## src/rtl/tdm_frame_scheduler_if.sv

```systemverilog
// rtl/tdm_frame_scheduler_if.sv - sample stream handshake between sample FIFO and TDM scheduler
interface tdm_frame_scheduler_if #(
   parameter int DATA_WIDTH = 32
);
   logic [DATA_WIDTH-1:0] tdata;
   logic                  tvalid;
   logic                  tready;

   modport master (output tdata, output tvalid, input tready);
   modport slave  (input tdata, input tvalid, output tready);
endinterface

```

## src/rtl/tdm_frame_scheduler.sv

```systemverilog
// rtl/tdm_frame_scheduler.sv - TDM lane sequencer: bit/slot/frame counting, fsync, MSB-first sdata (option: TDM_FSYNC_HALF_EN)
module tdm_frame_scheduler #(
   parameter int DATA_WIDTH = 32
) (
   input  logic                 clk,
   input  logic                 rst_n,
   input  logic                 enable,
   input  logic                 bclk_tick,
   input  logic [2:0]           tdm_num,
   input  logic [1:0]           slot_width,
   tdm_frame_scheduler_if.slave s_axis,
   output logic                 sdata,
   output logic                 fsync,
   output logic [3:0]           slot_idx,
   output logic                 frame_start,
   output logic                 underrun,
   output logic                 busy
);

   typedef enum logic [1:0] {IDLE, ARM, RUN} state_t;

   state_t      state_q, state_d;
   logic [3:0]  n_m1;        // latched slot count minus one
   logic [4:0]  w_m1;        // latched slot width minus one
   logic [4:0]  bit_cnt;
   logic [31:0] shift_reg;
   logic [3:0]  dec_n_m1;
   logic [4:0]  dec_w_m1;
   logic [4:0]  ld_w_m1;
   logic [3:0]  next_slot;
   logic [31:0] sample;
   logic        slot_end, frame_end;
   logic        load, start_frame, stop;

   // Only the low 32 bits carry the right-aligned sample.
   if (DATA_WIDTH > 32) begin : g_hi
      logic unused_hi;
      assign unused_hi = ^s_axis.tdata[DATA_WIDTH-1:32];
   end

   assign sample    = s_axis.tdata[31:0];
   assign slot_end  = (bit_cnt == w_m1);
   assign frame_end = slot_end && (slot_idx == n_m1);
   // A new frame picks up freshly decoded geometry; mid-frame slots keep the latched one.
   assign ld_w_m1   = start_frame ? dec_w_m1 : w_m1;
   assign next_slot = start_frame ? 4'd0 : slot_idx + 4'd1;
   assign s_axis.tready = load;
   assign busy      = (state_q != IDLE);

   // Decode the register-encoded slot count and slot width.
   always_comb begin
      case (tdm_num)
         3'd2:    dec_n_m1 = 4'd3;
         3'd3:    dec_n_m1 = 4'd7;
         3'd4:    dec_n_m1 = 4'd15;
         default: dec_n_m1 = 4'd1;
      endcase
      case (slot_width)
         2'd0:    dec_w_m1 = 5'd15;
         2'd1:    dec_w_m1 = 5'd23;
         default: dec_w_m1 = 5'd31;
      endcase
   end

   // State register.
   always_ff @(posedge clk or negedge rst_n) begin
      if (!rst_n) state_q <= IDLE;
      else        state_q <= state_d;
   end

   // Next state and per-tick actions: slot load, frame restart, stop at frame end.
   always_comb begin
      state_d     = state_q;
      load        = 1'b0;
      start_frame = 1'b0;
      stop        = 1'b0;
      case (state_q)
         IDLE: if (enable) state_d = ARM;
         ARM: begin
            if (!enable) begin
               state_d = IDLE;
            end else if (bclk_tick) begin
               state_d     = RUN;
               load        = 1'b1;
               start_frame = 1'b1;
            end
         end
         RUN: begin
            if (bclk_tick) begin
               if (frame_end && !enable) begin
                  state_d = IDLE;
                  stop    = 1'b1;
               end else if (slot_end) begin
                  load        = 1'b1;
                  start_frame = frame_end;
               end
            end
         end
         default: state_d = IDLE;
      endcase
   end

   // Tick-driven datapath: counters, shifter and registered outputs.
   always_ff @(posedge clk or negedge rst_n) begin
      if (!rst_n) begin
         n_m1        <= 4'd0;
         w_m1        <= 5'd0;
         bit_cnt     <= 5'd0;
         shift_reg   <= 32'd0;
         sdata       <= 1'b0;
         fsync       <= 1'b0;
         slot_idx    <= 4'd0;
         frame_start <= 1'b0;
         underrun    <= 1'b0;
      end else if (stop) begin
         bit_cnt     <= 5'd0;
         shift_reg   <= 32'd0;
         sdata       <= 1'b0;
         fsync       <= 1'b0;
         slot_idx    <= 4'd0;
         frame_start <= 1'b0;
         underrun    <= 1'b0;
      end else if (load) begin
         bit_cnt     <= 5'd0;
         slot_idx    <= next_slot;
         frame_start <= start_frame;
         if (start_frame) begin
            n_m1 <= dec_n_m1;
            w_m1 <= dec_w_m1;
         end
         if (s_axis.tvalid) begin
            sdata     <= sample[ld_w_m1];
            shift_reg <= sample << 1;
            underrun  <= 1'b0;
         end else begin
            sdata     <= 1'b0;
            shift_reg <= 32'd0;
            underrun  <= 1'b1;
         end
`ifdef TDM_FSYNC_HALF_EN
         // LRCK-style: high for the first half of the slots.
         fsync <= ({1'b0, next_slot} <
                   (({1'b0, (start_frame ? dec_n_m1 : n_m1)} + 5'd1) >> 1));
`else
         fsync <= start_frame;
`endif
      end else if (state_q == RUN && bclk_tick) begin
         bit_cnt     <= bit_cnt + 5'd1;
         sdata       <= shift_reg[w_m1];
         shift_reg   <= shift_reg << 1;
         frame_start <= 1'b0;
         underrun    <= 1'b0;
`ifndef TDM_FSYNC_HALF_EN
         fsync       <= 1'b0;
`endif
      end
   end

endmodule

```

## src/flat_wrapper.sv

```systemverilog
// flat-port wrapper written by rule: the top's interface ports become plain ports
module tdm_frame_scheduler_flat 
#(
   parameter int DATA_WIDTH = 32
)
  (clk, rst_n, enable, bclk_tick, tdm_num, slot_width, sdata, fsync, slot_idx, frame_start, underrun, busy, s_axis_tdata, s_axis_tvalid, s_axis_tready);
  tdm_frame_scheduler_if #(.DATA_WIDTH(DATA_WIDTH)) s_axis_i ();
  input  logic clk;
  input  logic rst_n;
  input  logic enable;
  input  logic bclk_tick;
  input  logic [2:0] tdm_num;
  input  logic [1:0] slot_width;
  output logic sdata;
  output logic fsync;
  output logic [3:0] slot_idx;
  output logic frame_start;
  output logic underrun;
  output logic busy;
  input wire logic [$bits(s_axis_i.tdata)-1:0] s_axis_tdata;
  input wire logic [$bits(s_axis_i.tvalid)-1:0] s_axis_tvalid;
  output wire logic [$bits(s_axis_i.tready)-1:0] s_axis_tready;
  assign s_axis_i.tdata = s_axis_tdata;
  assign s_axis_i.tvalid = s_axis_tvalid;
  assign s_axis_tready = s_axis_i.tready;
  tdm_frame_scheduler #(.DATA_WIDTH(DATA_WIDTH)) u_core (.clk(clk), .rst_n(rst_n), .enable(enable), .bclk_tick(bclk_tick), .tdm_num(tdm_num), .slot_width(slot_width), .s_axis(s_axis_i), .sdata(sdata), .fsync(fsync), .slot_idx(slot_idx), .frame_start(frame_start), .underrun(underrun), .busy(busy));
endmodule
```

## config.mk

```make
export PLATFORM = sky130hd
export DESIGN_NAME = tdm_frame_scheduler_flat
export DESIGN_NICKNAME = d
export VERILOG_FILES = /design/src/rtl/tdm_frame_scheduler_if.sv /design/src/rtl/tdm_frame_scheduler.sv /design/src/flat_wrapper.sv
export SDC_FILE = /design/constraint.sdc
export NUM_CORES = 1
export LEC_CHECK = 0
export BUFFER_PORTS_ARGS = -buffer_cell sky130_fd_sc_hd__buf_2
export CORE_MARGIN = 2
export CORE_UTILIZATION = 55
export DETAILED_ROUTE_END_ITERATION = 12
export PLACE_DENSITY = 0.9
export SLEW_MARGIN = 0
export SYNTH_ARGS = -nofsm -noshare
export SYNTH_HDL_FRONTEND = slang
export SYNTH_SLANG_ARGS = --single-unit
```

## constraint.sdc

```tcl
create_clock -name clk -period 3 [get_ports clk]
set_input_delay 0.15 -clock clk [delete_from_list [all_inputs] [get_ports clk]]
set_output_delay 0.15 -clock clk [all_outputs]
set_load 0.05 [all_outputs]
```

Word level (Yosys, flattened, before mapping)

Index checks and enable logic that the tools add are counted.

Register bits after elaboration: 55
Logic and storage cells: 84
Bits of input ports: 42
Output and inout bits: 10

Bitwise gates (word level): 1
Mux-type cells: 46
Reductions and logical operators: 12
Add/subtract/negate cells: 2
$lt $le $gt $ge: 2
Eq/ne operators: 12

Operator list:

| operator                                            | count |
|---|---|
| two-way mux 32 bit                                  | 4 |
| two-way mux 1 bit                                   | 23 |
| two-way mux 5 bit                                   | 4 |
| < comparator 5 x 6 -> 1 bit (second input constant) | 2 |
| two-way mux 4 bit                                   | 3 |
| one-hot mux 4 bit (3 select lines)                  | 1 |
| binary-select mux 1 bit (select 5 bit)              | 2 |
| two-way mux 2 bit                                   | 5 |
| one-hot mux 5 bit (2 select lines)                  | 1 |
| == test 3 x 2 -> 1 bit (second input constant)      | 2 |
| one-hot mux 2 bit (3 select lines)                  | 1 |
| adder 5 x 1 -> 5 bit (second input constant)        | 1 |
| == test 5 bit                                       | 1 |
| adder 4 x 1 -> 4 bit (second input constant)        | 1 |
| == test 2 x 1 -> 1 bit (second input constant)      | 2 |
| == test 4 bit                                       | 1 |
| logical NOT 2 bit                                   | 2 |
| inequality test 2 bit (second input constant)       | 2 |
| one-hot mux 1 bit (2 select lines)                  | 2 |
| AND reduction 4 bit                                 | 1 |
| nonzero test 2 bit                                  | 2 |
| == test 3 bit (second input constant)               | 1 |
| logical AND 1 bit                                   | 3 |
| inequality test 3 bit (second input constant)       | 1 |
| other kinds (7)                                     | 7 |

Depth between registers and ports, before layout

Word-level depth: 12
Depth in mapped cells: 10
Depth with buffers taken out: 9

Worst setup path before layout

No wires, ideal clock.

Path type: register -> register
Start point: register u_core.slot_idx[0]
End point: register u_core.shift_reg[2]
Cell stages (with the launch flop): 9
Period minus slack after synthesis: 2.196 ns
Library setup time: 0.126 ns
Data arrival time: 2.070 ns
Slack: 0.804 ns
Data required time: 2.874 ns
Path buffers: 2
Path through: dfrtp_1 > xnor2_1 > nand4_1 > a22o_1 > and3_1 > buf_2 > buf_4 > a221oi_1 > nor2_1

Word-level cells in the longest chain between the ends: 8
Elaborated cells on any way between the ends: 12
Those cells by class: eq/ne: 1; mux: 8; reduce/logical: 3

RTL lines:

| item                               | RTL line                   | text |
|---|---|---|
| from (decl)                        | tdm_frame_scheduler.sv:14  | `output logic [3:0] slot_idx,` |
| from (signal assigned)             | tdm_frame_scheduler.sv:125 | `slot_idx <= next_slot;` |
| == test 4 bit *                    | tdm_frame_scheduler.sv:43  | `assign frame_end = slot_end && (slot_idx == n_m1);` |
| logical AND 1 bit *                | tdm_frame_scheduler.sv:43  |  |
| logical AND 1 bit *                | tdm_frame_scheduler.sv:90  | `if (frame_end && !enable) begin` |
| two-way mux 1 bit                  | tdm_frame_scheduler.sv:90  |  |
| two-way mux 1 bit                  | tdm_frame_scheduler.sv:89  | `if (bclk_tick) begin` |
| one-hot mux 1 bit (2 select lines) | tdm_frame_scheduler.sv:77  | `case (state_q)` |
| two-way mux 32 bit                 | tdm_frame_scheduler.sv:123 | `end else if (load) begin` |
| two-way mux 32 bit                 | tdm_frame_scheduler.sv:115 | `end else if (stop) begin` |
| to (signal assigned)               | tdm_frame_scheduler.sv:133 | `shift_reg <= sample << 1;` |
| to (signal assigned)               | tdm_frame_scheduler.sv:150 | `shift_reg <= shift_reg << 1;` |
| to (decl)                          | tdm_frame_scheduler.sv:26  | `logic [31:0] shift_reg;` |

Every way passes the cells marked *; elsewhere a longest branch is shown, timed or not.
A chain may end at the register's enable or synchronous reset.

Worst setup path in the final report

Start point: register u_core.w_m1[2]
End point: output port s_axis_tready

Word-level cells in the longest chain between the ends: 6
Elaborated cells on any way between the ends: 7
Those cells by class: eq/ne: 1; mux: 4; reduce/logical: 2

RTL lines:

| item                                 | RTL line                   | text |
|---|---|---|
| from (decl)                          | tdm_frame_scheduler.sv:24  | `logic [4:0] w_m1;` |
| from (signal assigned)               | tdm_frame_scheduler.sv:129 | `w_m1 <= dec_w_m1;` |
| == test 5 bit *                      | tdm_frame_scheduler.sv:42  | `assign slot_end = (bit_cnt == w_m1);` |
| logical AND 1 bit                    | tdm_frame_scheduler.sv:43  |  |
| logical AND 1 bit                    | tdm_frame_scheduler.sv:90  |  |
| two-way mux 1 bit *                  | tdm_frame_scheduler.sv:90  |  |
| two-way mux 1 bit *                  | tdm_frame_scheduler.sv:89  |  |
| one-hot mux 1 bit (2 select lines) * | tdm_frame_scheduler.sv:77  |  |
| to (decl)                            | flat_wrapper.sv:22         | `output wire logic [$bits(s_axis_i.tready)-1:0] s_axis_tready;` |

Marked as above.

==> results.md <==
* Status: finished clean
* Max reg flops at 31
* Cell area after layout at 0.003745 mm^2
* Post-DRT Antenna Nets at 0
* Post-synth EDFFs at 0
* Slew headroom at 45.47%
* Die height at 81.94 um
* Post-DR vias/cell at 6.357
* Post-CTS Setup Bufs at 0
* Share of cells above drive strength 1 at 29.06%
* Critical path, cell by cell: xnor2_1, nand4_2, nor2_1, a22o_1, nand2_1, inv_1, buf_2
* Critical-path top delay cell: dfrtp_1
* Gpl congestion at just over 0.9
* Synthesized flop and latch total at 54
* Worst setup path class: reg -> out
* Setup TNS Final at 0 ns
* Residual DRC at 0
* Drt wl/cell at 17.64 um
* Crit path DAT at ~2.4 ns
* Total Power at between 3 and 4 mW
* MaxCap Viol Count at 0
* Crit. End Element: output port
* Num Clock Sinks at 54
* Layout net count at 428
* Detailed Place HPWL at 5805 um
* Initial antenna violation count at 0
* WP data required at 2.85 ns
* Post-Syn Instances at ~340
* Mapped Area at 0.003341 mm^2
* Synthesis-to-layout area growth at 12.10%
* RSZ-0062 raised after global routing: false
* Fmax at 0.3994 GHz
* Via Count at 2905
* Largest net degree at the start of global routing at 38
* Critical Path Fanout Max at 13
* Peak supply drop at roughly 0.45 mV
* Place WS at 0.5793 ns
* Worst path max stage delay at 0.68 ns
* Fin cells at approximately 460
* Top Family by Delay on Critical Path: flip-flops
* Gr usage total at 26.50%
* Drt pass-1 iters at 5
* Die area at 0.006713 mm^2
* Final period demand of the worst path at between 2 and 3 ns
* Register area share after synthesis at a little over 40%
* Clock Tree Buf Depth at 2
* First-pass GRT wire length at about 14000 um
* # setup viols final at 0
* Initial Utilization at 56.76%
* Ys Warns at 0
* Diode count at 0
* Clock latency on the worst-skew pair at 0.32 ns
* I/O pin cnt at 52
* Leakage at 1.558 nW
* Worst slew pin tran at 0.8179 ns
* Root buf cell: clkbuf_8
* Fin. Hold Viols at 0
* Synth Net Count at 385
* Drt total wl at between 8000 and 9000 um
* CTS tree: built
* Most common flop cell mapped by yosys: dfrtp_1
* Die W at 81.94 um
* Placed Area at around 0.0036 mm^2
* Critical path launch point type: flop
* Power per cell area at 911.3 mW/mm^2
* Worst-path clk slew at 0.10 ns
* Hold Crit Class: in -> reg
* Clock Skew at 0.01293 ns
* Worst Path Buf+Inv at 2
* Inserted Clock Buffers at 5
* Final WS setup at 0.4965 ns
* Distinct cells, synth at 51
* # rows at 28
* GR Overflow Total at 0
* Vias in the first global route at about 2.7k
* Iter 0 DRT Violations at ~280
* Placed cell count at 448
* # port buffers at roughly 50
* Hold WS at 0.05435 ns
* CTS H-tree lvls at 2
* Asr flop ratio synth at 100.0%
* Final Cycle Share at about 83%
* Slew Limit Fails at 0
* Avg Cell Area, Syn at 9.884 um^2
* Fin util at 63.63%
* Core area at 0.005886 mm^2
==> power breakdown <==
group          internal, mW  switching (mW)  total (mW)
Combinational         0.735           0.951        1.69
Sequential             1.01           0.296        1.30
Clock                 0.187           0.238       0.425
==> synth_stat cells (7+ instances only) <==
cell type	n	area share, %
o21ai_0	12	1.8
nor2_1	73	8.2
buf_2	8	1.2
a221oi_2	19	8.5
mux4_2	11	7.4
a21oi_1	8	1.2
nand2_1	22	2.5
clkbuf_1	8	0.90
a221oi_1	11	2.9
inv_1	7	0.79
dfrtp_1	54	40
nand3_1	10	1.5
xnor2_1	12	3.1
==> placed cells by master (no fill, tap or decap), drive strengths merged, types with 3 or more instances in the layout <==
cell	count
nor2	74
buf	61
dfrtp	54
a221oi	30
nand2	22
o21ai	15
xnor2	12
mux4	11
nand3	10
a21oi	9
inv	7
clkbuf	7
o22ai	6
mux2i	6
ha	5
nand4	5
and2	4
mux2	4
o31a	3
or2	3
and3	3
==> metal layers <==
layer	vias up	track usage [%]	share of wire, %
li1	1327	-	-
met1	1393	36.68	41
met2	159	40.57	47
met3	26	5.055	8.4
met4	0	11.83	3.0
met5	-	0	0
==> what timing repair did <==
item / CTS / global route
resized for setup: 0 / 0
hold buffers: 1 / 0
endpoints found under the hold margin: 36 / 0
==> worst paths after layout <==
kind                                    start              endpoint  slack (ns)  cells after the start
hold reg to reg            u_core.frame_start    u_core.frame_start        0.52                      1
setup reg to reg               u_core.w_m1[2]  u_core.shift_reg[31]        0.51                      8
setup / recovery               u_core.w_m1[2]         s_axis_tready        0.50                      7
min in group asynchronous               rst_n  u_core.shift_reg[19]        0.46                      2
max in group asynchronous               rst_n     u_core.bit_cnt[1]        1.77                      3
hold / removal                  slot_width[0]        u_core.w_m1[3]        0.05                      2
==> kinds of logic (layout without fill, tap and decap cells) <==
group | Yosys count | count (layout) | share of synthesized area [%]
AOI/OAI and AO/OA | 79 | 79 | 21.16
xor gates and xnor gates | 13 | 13 | 3.408
adders and majority gates | 5 | 5 | 1.873
buffers and inverters | 33 | 77 | 4.794
DFF | 54 | 54 | 40.45
muxes | 21 | 21 | 10.56
and+or+nand+nor | 133 | 133 | 17.75
==> worst reg2reg max path, cell delays in order, from the launching register on <==
cell	delay, ns
dfrtp_1	0.68
xnor2_1	0.21
nand4_2	0.18
nor2_1	0.28
a22o_1	0.24
and3_1	0.16
buf_4	0.38
a221oi_1	0.16
nor2_1	0.13
==> area by class of cell <==
cell class | count | area [um^2]
inverters | 7 | 26.28
clock inverters | 1 | 5.005
well taps | 75 | 93.84
fillers | 439 | 2141
flip-flops and latches | 54 | 1351
clock buffers | 7 | 86.33
repair buffers | 62 | 340.3
multi-input cells | 251 | 1842
Power figures use the tool's default switching activity.
